$ cat src/rtl/game_pkg.sv
// -----------------------------------------------------------------------------
// game_pkg
// Shared definitions for the match judge block: animal index names, the judge
// state encoding and a constant clog2 helper used to size ports and registers.
// No ports (package).
// -----------------------------------------------------------------------------
package game_pkg;

  // Animal indices as decoded from a one-hot choice. Choices beyond CHICKEN
  // exist when NUM_CHOICES > 3 and are simply numbered upward.
  typedef enum int {
    CAT     = 0,
    DOG     = 1,
    CHICKEN = 2
  } animal_t;

  typedef enum logic [1:0] {
    IDLE   = 2'd0,
    JUDGE  = 2'd1,
    RESULT = 2'd2,
    OVER   = 2'd3
  } state_t;

  // Ceiling log2 for elaboration-time sizing; clog2(1) is 0.
  function automatic int clog2(input int value);
    int r;
    r = 0;
    while ((1 << r) < value) r++;
    return r;
  endfunction

endpackage

$ cat src/rtl/match_judge_if.sv
// -----------------------------------------------------------------------------
// match_judge_if
// Groups the player/controller-facing signals of match_judge.
//   master : the switch/controller side (drives choices and strobes)
//   slave  : the judge itself (drives round result, scores, match status)
// Signals:
//   p1Choice, p2Choice  one-hot player choices
//   roundStart          single-cycle strobe to sample and judge a round
//   resultAck           controller finished drawing the result
//   matchClear          clear scores and start a new match
//   scenario            p1Idx*NUM_CHOICES + p2Idx (sprite select)
//   resultValid         result outputs valid until acked
//   winner1/winner2/tie round outcome, qualified by resultValid
//   invalidChoice       a sampled choice was not one-hot
//   player1/player2     scores (HEX displays)
//   matchOver           a player reached the winning score
//   matchWinner         0 = player 1, 1 = player 2; qualified by matchOver
// -----------------------------------------------------------------------------
interface match_judge_if #(
  parameter int NUM_CHOICES = 3,
  parameter int SCORE_W     = 4
);
  import game_pkg::*;

  localparam int SCEN_W = clog2(NUM_CHOICES * NUM_CHOICES);

  logic [NUM_CHOICES-1:0] p1Choice;
  logic [NUM_CHOICES-1:0] p2Choice;
  logic                   roundStart;
  logic                   resultAck;
  logic                   matchClear;
  logic [SCEN_W-1:0]      scenario;
  logic                   resultValid;
  logic                   winner1;
  logic                   winner2;
  logic                   tie;
  logic                   invalidChoice;
  logic [SCORE_W-1:0]     player1;
  logic [SCORE_W-1:0]     player2;
  logic                   matchOver;
  logic                   matchWinner;

  modport master (
    output p1Choice, p2Choice, roundStart, resultAck, matchClear,
    input  scenario, resultValid, winner1, winner2, tie, invalidChoice,
           player1, player2, matchOver, matchWinner
  );

  modport slave (
    input  p1Choice, p2Choice, roundStart, resultAck, matchClear,
    output scenario, resultValid, winner1, winner2, tie, invalidChoice,
           player1, player2, matchOver, matchWinner
  );

endinterface

$ cat src/rtl/choice_decoder.sv
// -----------------------------------------------------------------------------
// choice_decoder
// Purely combinational one-hot to index decoder for one player's choice.
// Ports:
//   i_onehot  NUM_CHOICES-bit choice pattern
//   o_idx     bit index of the set bit; CAT when the pattern is not one-hot
//   o_valid   1 when exactly one bit of i_onehot is set
// -----------------------------------------------------------------------------
module choice_decoder
  import game_pkg::*;
#(
  parameter int NUM_CHOICES = 3
) (
  input  logic [NUM_CHOICES-1:0]        i_onehot,
  output logic [clog2(NUM_CHOICES)-1:0] o_idx,
  output logic                          o_valid
);

  localparam int IDX_W = clog2(NUM_CHOICES);

  logic [IDX_W-1:0] w_idx;

  // NOTE: every variable written here gets a default before any conditional
  // update, so no path leaves it unassigned and no latch is inferred.
  always_comb begin
    // x & (x-1) clears the lowest set bit; zero afterwards means at most one bit.
    o_valid = (i_onehot != '0) &&
              ((i_onehot & (i_onehot - NUM_CHOICES'(1))) == '0);
    w_idx   = '0;
    for (int i = 0; i < NUM_CHOICES; i++) begin
      if (i_onehot[i]) w_idx = w_idx | IDX_W'(i);
    end
    o_idx = o_valid ? w_idx : IDX_W'(CAT);
  end

endmodule

$ cat src/rtl/match_judge.sv
// -----------------------------------------------------------------------------
// match_judge
// Latches both players' choices on roundStart, judges the round under the
// generalised rock-paper-scissors rule (d = (p1-p2) mod N: 0 tie, odd p1 wins,
// even p2 wins), keeps per-player scores and runs a first-to-WIN_SCORE match.
// Ports:
//   clk         system clock
//   stateReset  synchronous active-high reset, priority over everything
//   bus         match_judge_if.slave: choices/strobes in, result/scores out
// Latency: roundStart sampled at one edge, results and scores visible after
// the following edge (one JUDGE cycle in between).
// -----------------------------------------------------------------------------
module match_judge
  import game_pkg::*;
#(
  parameter int NUM_CHOICES = 3,
  parameter int SCORE_W     = 4,
  parameter int WIN_SCORE   = 5
) (
  input  logic          clk,
  input  logic          stateReset,
  match_judge_if.slave  bus
);

  localparam int IDX_W  = clog2(NUM_CHOICES);
  localparam int SCEN_W = clog2(NUM_CHOICES * NUM_CHOICES);
  localparam int DIFF_W = IDX_W + 1;

  localparam logic [SCORE_W-1:0] SCORE_MAX = '1;
  localparam logic [SCORE_W-1:0] WIN       = SCORE_W'(WIN_SCORE);

  state_t                 r_state;
  logic [NUM_CHOICES-1:0] r_p1_choice;
  logic [NUM_CHOICES-1:0] r_p2_choice;
  logic [SCEN_W-1:0]      r_scenario;
  logic                   r_result_valid;
  logic                   r_winner1;
  logic                   r_winner2;
  logic                   r_tie;
  logic                   r_invalid;
  logic [SCORE_W-1:0]     r_player1;
  logic [SCORE_W-1:0]     r_player2;
  logic                   r_match_over;
  logic                   r_match_winner;

  logic [IDX_W-1:0]       w_p1_idx;
  logic [IDX_W-1:0]       w_p2_idx;
  logic                   w_p1_valid;
  logic                   w_p2_valid;
  logic [DIFF_W-1:0]      w_diff_raw;
  logic [DIFF_W-1:0]      w_diff;
  logic                   w_tie;
  logic                   w_p1_wins;
  logic                   w_p2_wins;
  logic [SCEN_W-1:0]      w_scenario;
  logic [SCORE_W-1:0]     w_p1_inc;
  logic [SCORE_W-1:0]     w_p2_inc;

  choice_decoder #(.NUM_CHOICES(NUM_CHOICES)) u_dec_p1 (
    .i_onehot (r_p1_choice),
    .o_idx    (w_p1_idx),
    .o_valid  (w_p1_valid)
  );

  choice_decoder #(.NUM_CHOICES(NUM_CHOICES)) u_dec_p2 (
    .i_onehot (r_p2_choice),
    .o_idx    (w_p2_idx),
    .o_valid  (w_p2_valid)
  );

  // Modular difference without division: the one extra bit acts as a sign,
  // and a negative difference is folded back into 0..N-1 by adding N once.
  assign w_diff_raw = {1'b0, w_p1_idx} - {1'b0, w_p2_idx};
  assign w_diff     = w_diff_raw[DIFF_W-1] ? w_diff_raw + DIFF_W'(NUM_CHOICES)
                                           : w_diff_raw;
  assign w_tie      = (w_diff == '0);
  assign w_p1_wins  = !w_tie && w_diff[0];
  assign w_p2_wins  = !w_tie && !w_diff[0];

  assign w_scenario = SCEN_W'(w_p1_idx) * SCEN_W'(NUM_CHOICES) + SCEN_W'(w_p2_idx);

  // The match ends at WIN_SCORE so these never saturate in normal play.
  assign w_p1_inc = (r_player1 == SCORE_MAX) ? r_player1 : r_player1 + SCORE_W'(1);
  assign w_p2_inc = (r_player2 == SCORE_MAX) ? r_player2 : r_player2 + SCORE_W'(1);

  // NOTE: all state uses non-blocking assignments so every register samples
  // the pre-edge values, independent of statement order in this block.
  always_ff @(posedge clk) begin
    if (stateReset) begin
      // NOTE: every register here, including the latched choices, is plain
      // flops with a defined reset value; there is no storage array to clear.
      r_state        <= IDLE;
      r_p1_choice    <= '0;
      r_p2_choice    <= '0;
      r_scenario     <= '0;
      r_result_valid <= 1'b0;
      r_winner1      <= 1'b0;
      r_winner2      <= 1'b0;
      r_tie          <= 1'b0;
      r_invalid      <= 1'b0;
      r_player1      <= '0;
      r_player2      <= '0;
      r_match_over   <= 1'b0;
      r_match_winner <= 1'b0;
    end else begin
      case (r_state)
        IDLE: begin
          // A clear wins over a simultaneous round start.
          if (bus.matchClear) begin
            r_player1 <= '0;
            r_player2 <= '0;
          end else if (bus.roundStart) begin
            r_p1_choice <= bus.p1Choice;
            r_p2_choice <= bus.p2Choice;
            r_state     <= JUDGE;
          end
        end

        JUDGE: begin
          r_scenario <= w_scenario;
          r_winner1  <= w_p1_wins;
          r_winner2  <= w_p2_wins;
          r_tie      <= w_tie;
          r_invalid  <= !(w_p1_valid && w_p2_valid);
          if (w_p1_wins) begin
            r_player1 <= w_p1_inc;
            if (w_p1_inc == WIN) begin
              r_match_over   <= 1'b1;
              r_match_winner <= 1'b0;
            end
          end
          if (w_p2_wins) begin
            r_player2 <= w_p2_inc;
            if (w_p2_inc == WIN) begin
              r_match_over   <= 1'b1;
              r_match_winner <= 1'b1;
            end
          end
          r_result_valid <= 1'b1;
          r_state        <= RESULT;
        end

        RESULT: begin
          // roundStart is deliberately not looked at here.
          if (bus.resultAck) begin
            r_result_valid <= 1'b0;
            r_state        <= r_match_over ? OVER : IDLE;
          end
        end

        OVER: begin
          if (bus.matchClear) begin
            r_player1      <= '0;
            r_player2      <= '0;
            r_match_over   <= 1'b0;
            r_match_winner <= 1'b0;
            r_state        <= IDLE;
          end
        end

        default: r_state <= IDLE;
      endcase
    end
  end

  assign bus.scenario      = r_scenario;
  assign bus.resultValid   = r_result_valid;
  assign bus.winner1       = r_winner1;
  assign bus.winner2       = r_winner2;
  assign bus.tie           = r_tie;
  assign bus.invalidChoice = r_invalid;
  assign bus.player1       = r_player1;
  assign bus.player2       = r_player2;
  assign bus.matchOver     = r_match_over;
  assign bus.matchWinner   = r_match_winner;

endmodule

$ cat src/flat_wrapper.sv
// flat-port wrapper written by rule: the top's interface ports become plain ports
module match_judge_flat import game_pkg::*;
#(
  parameter int NUM_CHOICES = 3,
  parameter int SCORE_W     = 4,
  parameter int WIN_SCORE   = 5
)
  (clk, stateReset, bus_p1Choice, bus_p2Choice, bus_roundStart, bus_resultAck, bus_matchClear, bus_scenario, bus_resultValid, bus_winner1, bus_winner2, bus_tie, bus_invalidChoice, bus_player1, bus_player2, bus_matchOver, bus_matchWinner);
  match_judge_if #(.NUM_CHOICES(NUM_CHOICES), .SCORE_W(SCORE_W)) bus_i ();
  input  logic clk;
  input  logic stateReset;
  input wire logic [$bits(bus_i.p1Choice)-1:0] bus_p1Choice;
  input wire logic [$bits(bus_i.p2Choice)-1:0] bus_p2Choice;
  input wire logic [$bits(bus_i.roundStart)-1:0] bus_roundStart;
  input wire logic [$bits(bus_i.resultAck)-1:0] bus_resultAck;
  input wire logic [$bits(bus_i.matchClear)-1:0] bus_matchClear;
  output wire logic [$bits(bus_i.scenario)-1:0] bus_scenario;
  output wire logic [$bits(bus_i.resultValid)-1:0] bus_resultValid;
  output wire logic [$bits(bus_i.winner1)-1:0] bus_winner1;
  output wire logic [$bits(bus_i.winner2)-1:0] bus_winner2;
  output wire logic [$bits(bus_i.tie)-1:0] bus_tie;
  output wire logic [$bits(bus_i.invalidChoice)-1:0] bus_invalidChoice;
  output wire logic [$bits(bus_i.player1)-1:0] bus_player1;
  output wire logic [$bits(bus_i.player2)-1:0] bus_player2;
  output wire logic [$bits(bus_i.matchOver)-1:0] bus_matchOver;
  output wire logic [$bits(bus_i.matchWinner)-1:0] bus_matchWinner;
  assign bus_i.p1Choice = bus_p1Choice;
  assign bus_i.p2Choice = bus_p2Choice;
  assign bus_i.roundStart = bus_roundStart;
  assign bus_i.resultAck = bus_resultAck;
  assign bus_i.matchClear = bus_matchClear;
  assign bus_scenario = bus_i.scenario;
  assign bus_resultValid = bus_i.resultValid;
  assign bus_winner1 = bus_i.winner1;
  assign bus_winner2 = bus_i.winner2;
  assign bus_tie = bus_i.tie;
  assign bus_invalidChoice = bus_i.invalidChoice;
  assign bus_player1 = bus_i.player1;
  assign bus_player2 = bus_i.player2;
  assign bus_matchOver = bus_i.matchOver;
  assign bus_matchWinner = bus_i.matchWinner;
  match_judge #(.NUM_CHOICES(NUM_CHOICES), .SCORE_W(SCORE_W), .WIN_SCORE(WIN_SCORE)) u_core (.clk(clk), .stateReset(stateReset), .bus(bus_i));
endmodule
$ cat config.mk
export PLATFORM = sky130hd
export DESIGN_NAME = match_judge_flat
export DESIGN_NICKNAME = d
export VERILOG_FILES = /design/src/rtl/game_pkg.sv /design/src/rtl/match_judge_if.sv /design/src/rtl/choice_decoder.sv /design/src/rtl/match_judge.sv /design/src/flat_wrapper.sv
export SDC_FILE = /design/constraint.sdc
export NUM_CORES = 1
export LEC_CHECK = 0
export CORE_MARGIN = 2
export CORE_UTILIZATION = 55
export CTS_CLUSTER_DIAMETER = 60
export CTS_CLUSTER_SIZE = 25
export DETAILED_ROUTE_END_ITERATION = 10
export PLACE_DENSITY = 0.93
export SLEW_MARGIN = 20
export SYNTH_ARGS = -nofsm -noshare
export SYNTH_HDL_FRONTEND = slang
export SYNTH_SLANG_ARGS = --single-unit
export TNS_END_PERCENT = 20
$ cat constraint.sdc
create_clock -name clk -period 7.31 [get_ports clk]
set_clock_uncertainty 0.1 [all_clocks]
set_input_delay 1.462 -clock clk [delete_from_list [all_inputs] [get_ports clk]]
set_output_delay 1.462 -clock clk [all_outputs]
set_load 0.02 [all_outputs]
==> metrics.cfg <==
[clock_network]
clockBufferDepth=2
post_cts_buffers=0
h-tree-depth=1
post_cts_resized=0
clkLatencyLatePin_ns=0.31
cts_buffers=3
cts_tree=built
cts.sinks=27
cts_hold_buf=0
clkTransAtPathRegs_ns=0.14
cts_root_buf=clkbuf_4

[pwr]
p_total_mw=0.5513
p_per_area_mw_per_mm2=290.6
p_leak_nw=0.7626
vdd_drop_max_v=0.0002480

[drt]
first_pass_iters=4
via_count=1306
vias_per_cell=5.753
routedWlPerCell_um=15.03
ant_nets=0
drtIter0Drc=52
wl_um=3412
drc=0

[sta]
tightest_slew_ns=0.9713
grt_setup_unrepaired=no
fin_ws_ns=4.108
layout_min_cycle_time_ns=3.202
whs_ns=0.3873
finalHoldViolCount=0
tns_ns=0
slew_headroom=0.3505
finalMaxSlewViolations=0
setup_viol=0
fin_crit_sh=0.4380
max_freq_ghz=0.3123

[floorplan]
core_area_mm2=0.002734
pin_count=30
dieHeight_um=57.50
die_x_um=57.50
fp-row-count=19
dieArea_mm2=0.003306
start_util=0.5757

[worst_setup_path]
crit_slowest_cell=clkdlybuf4s50_1
crit_chain=clkdlybuf4s50_1, nand2b_1, a2111oi_4, mux2_2
critPathArrivalTime_ns=3.37
setup.worst_path.end_class=register
r2r-end=u_core.bus.player2[2]$_SDFFE_PP0P_
slowest_delay_ns=0.90
crit_type=input pin to register
rrSetupSlack_ns=4.62
r2r-start=u_core.r_p1_choice[1]$_SDFFE_PP0P_
critical_path_buf_inv_count=1
crit_path_start_kind=input pin
cp_top_family=buffers and inverters
cp_max_fo=27
r2r_cells=7
required_ns=7.48

[place]
dp_cells=223
port_buffers=29
dp_hpwl_um=2602
place_ws_ns=3.842
gp_congestion=0.7502

[worst_hold_path]
hold_start=u_core.bus.tie$_SDFFE_PP0P_
hold_depth=2
hold_path_end=u_core.bus.tie$_SDFFE_PP0P_
hold_path.class=register to register

[layout]
area_growth_pct=20.51
finalNonFillerCells=227
drive_above_1_share=0.06122
fillerInstances=220
fin_nets=220
diodes=0

[run_status]
status=finished, final reports clean

[synthesis]
yosysWarnings=0
mappedNetlistNets=192
synth_area_per_cell_um2=9.314
synthTopCellsByCount=dfxtp_1, nor2_1, a21oi_1, mux2i_1
synth.top_cell.area_share=0.3434
synthTopCellsByArea=dfxtp_1, ha_1, mux2i_1
async_reset_ff_frac=0
synth_top_cell_by_area=dfxtp_1
seq_area_frac_synth=0.3434
ys_ff_latch=27
synth_edf_count=0
synthFlopType=dfxtp_1
yosysMostFrequentCell=dfxtp_1
netlist_area_mm2=0.001574
netlist_instances=169
synthDistinctLibCells=45

[grt]
grt_pass1_vias=1326
grt_overflow=0
gr-usage-all-layers=0.2210
grt_max_degree=28
antenna_found_initial=0
grt_pass1_wl_um=5878

[run]
maxCapViolations=0

-- area by class of cell --
type,instances,area (µm²),area share
multi-input cells,127,967.2,0.5099
flip-flops and latches,27,540.5,0.2850
repair buffers,29,290.3,0.1530
well taps,31,38.79,0.02045
inverters,9,33.78,0.01781
clock buffers,4,26.28,0.01385
-- how the worst max path moves through the flow --
stage,from,end,slack (ns),depth (start not counted)
after floorplan,bus_matchClear,u_core.r_state[1]$_SDFFE_PP0P_,4.77,5
after global placement,stateReset,u_core.bus.player1[0]$_SDFFE_PP0P_,3.87,4
after detailed placement,stateReset,u_core.bus.player1[0]$_SDFFE_PP0P_,3.84,4
after CTS,stateReset,u_core.bus.player1[0]$_SDFFE_PP0P_,4.16,4
after global routing,stateReset,u_core.bus.player1[0]$_SDFFE_PP0P_,4.05,4
final,stateReset,u_core.bus.player1[0]$_SDFFE_PP0P_,4.11,4
-- metrics by stage --
stage	util	area [µm²]
final	0.6938	1897
after global placement	0.6842	1871
after floorplan	-	1574
after global routing	0.6938	1897
after CTS	0.6938	1897
after detailed placement	0.6842	1871
-- cell families after synthesis --
group / after synthesis / share of synthesized area
flip-flops: 27 / 0.3434
buffers and inverters: 15 / 0.04213
adder cells (fa/ha/maj): 12 / 0.1049
AO/OA/AOI/OAI: 38 / 0.1868
AND/OR/NAND/NOR: 59 / 0.1924
XOR/XNOR: 6 / 0.05325
multiplexers: 12 / 0.07711
-- sequential cells by signal, summed over array words and instances, names as in the netlist --
| register | count |
|---|---|
| u_core.bus.matchWinner | 1 |
| u_core.bus.resultValid | 1 |
| u_core.r_p1_choice | 3 |
| u_core.bus.scenario | 4 |
| u_core.bus.player2 | 4 |
| u_core.bus.invalidChoice | 1 |
| u_core.bus.winner2 | 1 |
| u_core.bus.winner1 | 1 |
| u_core.r_state | 2 |
| u_core.bus.player1 | 4 |
| u_core.r_p2_choice | 3 |
| u_core.bus.tie | 1 |
| u_core.bus.matchOver | 1 |
-- cells in the final DEF, fill, tap and decap left out, types with 2 or more instances in the layout --
cell,instances
clkdlybuf4s50_1,29
dfxtp_1,27
nor2_1,23
mux2i_1,11
a21oi_1,11
nand2_1,10
ha_1,10
inv_1,9
xnor2_1,4
nor2b_1,4
nand3_1,4
nand2b_1,4
o21ai_0,4
a211oi_1,3
and3_1,3
a311oi_1,3
clkbuf_4,3
and2_1,2
nor3b_1,2
nand4_1,2
o211ai_1,2
a31oi_1,2
fa_1,2
-- layer usage --
layer | vias to the layer above | track usage | routed length (µm)
met2 | 29 | 0.3977 | 1777
met1 | 622 | 0.2810 | 1510
li1 | 653 | - | -
met3 | 2 | 0.03175 | 104
met5 | - | 0 | 0
met4 | 0 | 0.04319 | 19
-- power by group --
group          total, mW  internal, mW  switching [mW]
registers          0.200         0.173          0.0267
clock network     0.0632        0.0213          0.0420
logic              0.288         0.126           0.163
-- tightest hold or removal path, delay by kind of cell, from the launching register on --
family	cells	cell delay (ns)
flip-flops	1	0.34
AO/OA/AOI/OAI	1	0.05
AND/OR/NAND/NOR	1	0.07
Note: power is estimated with default switching activity, not from simulation.
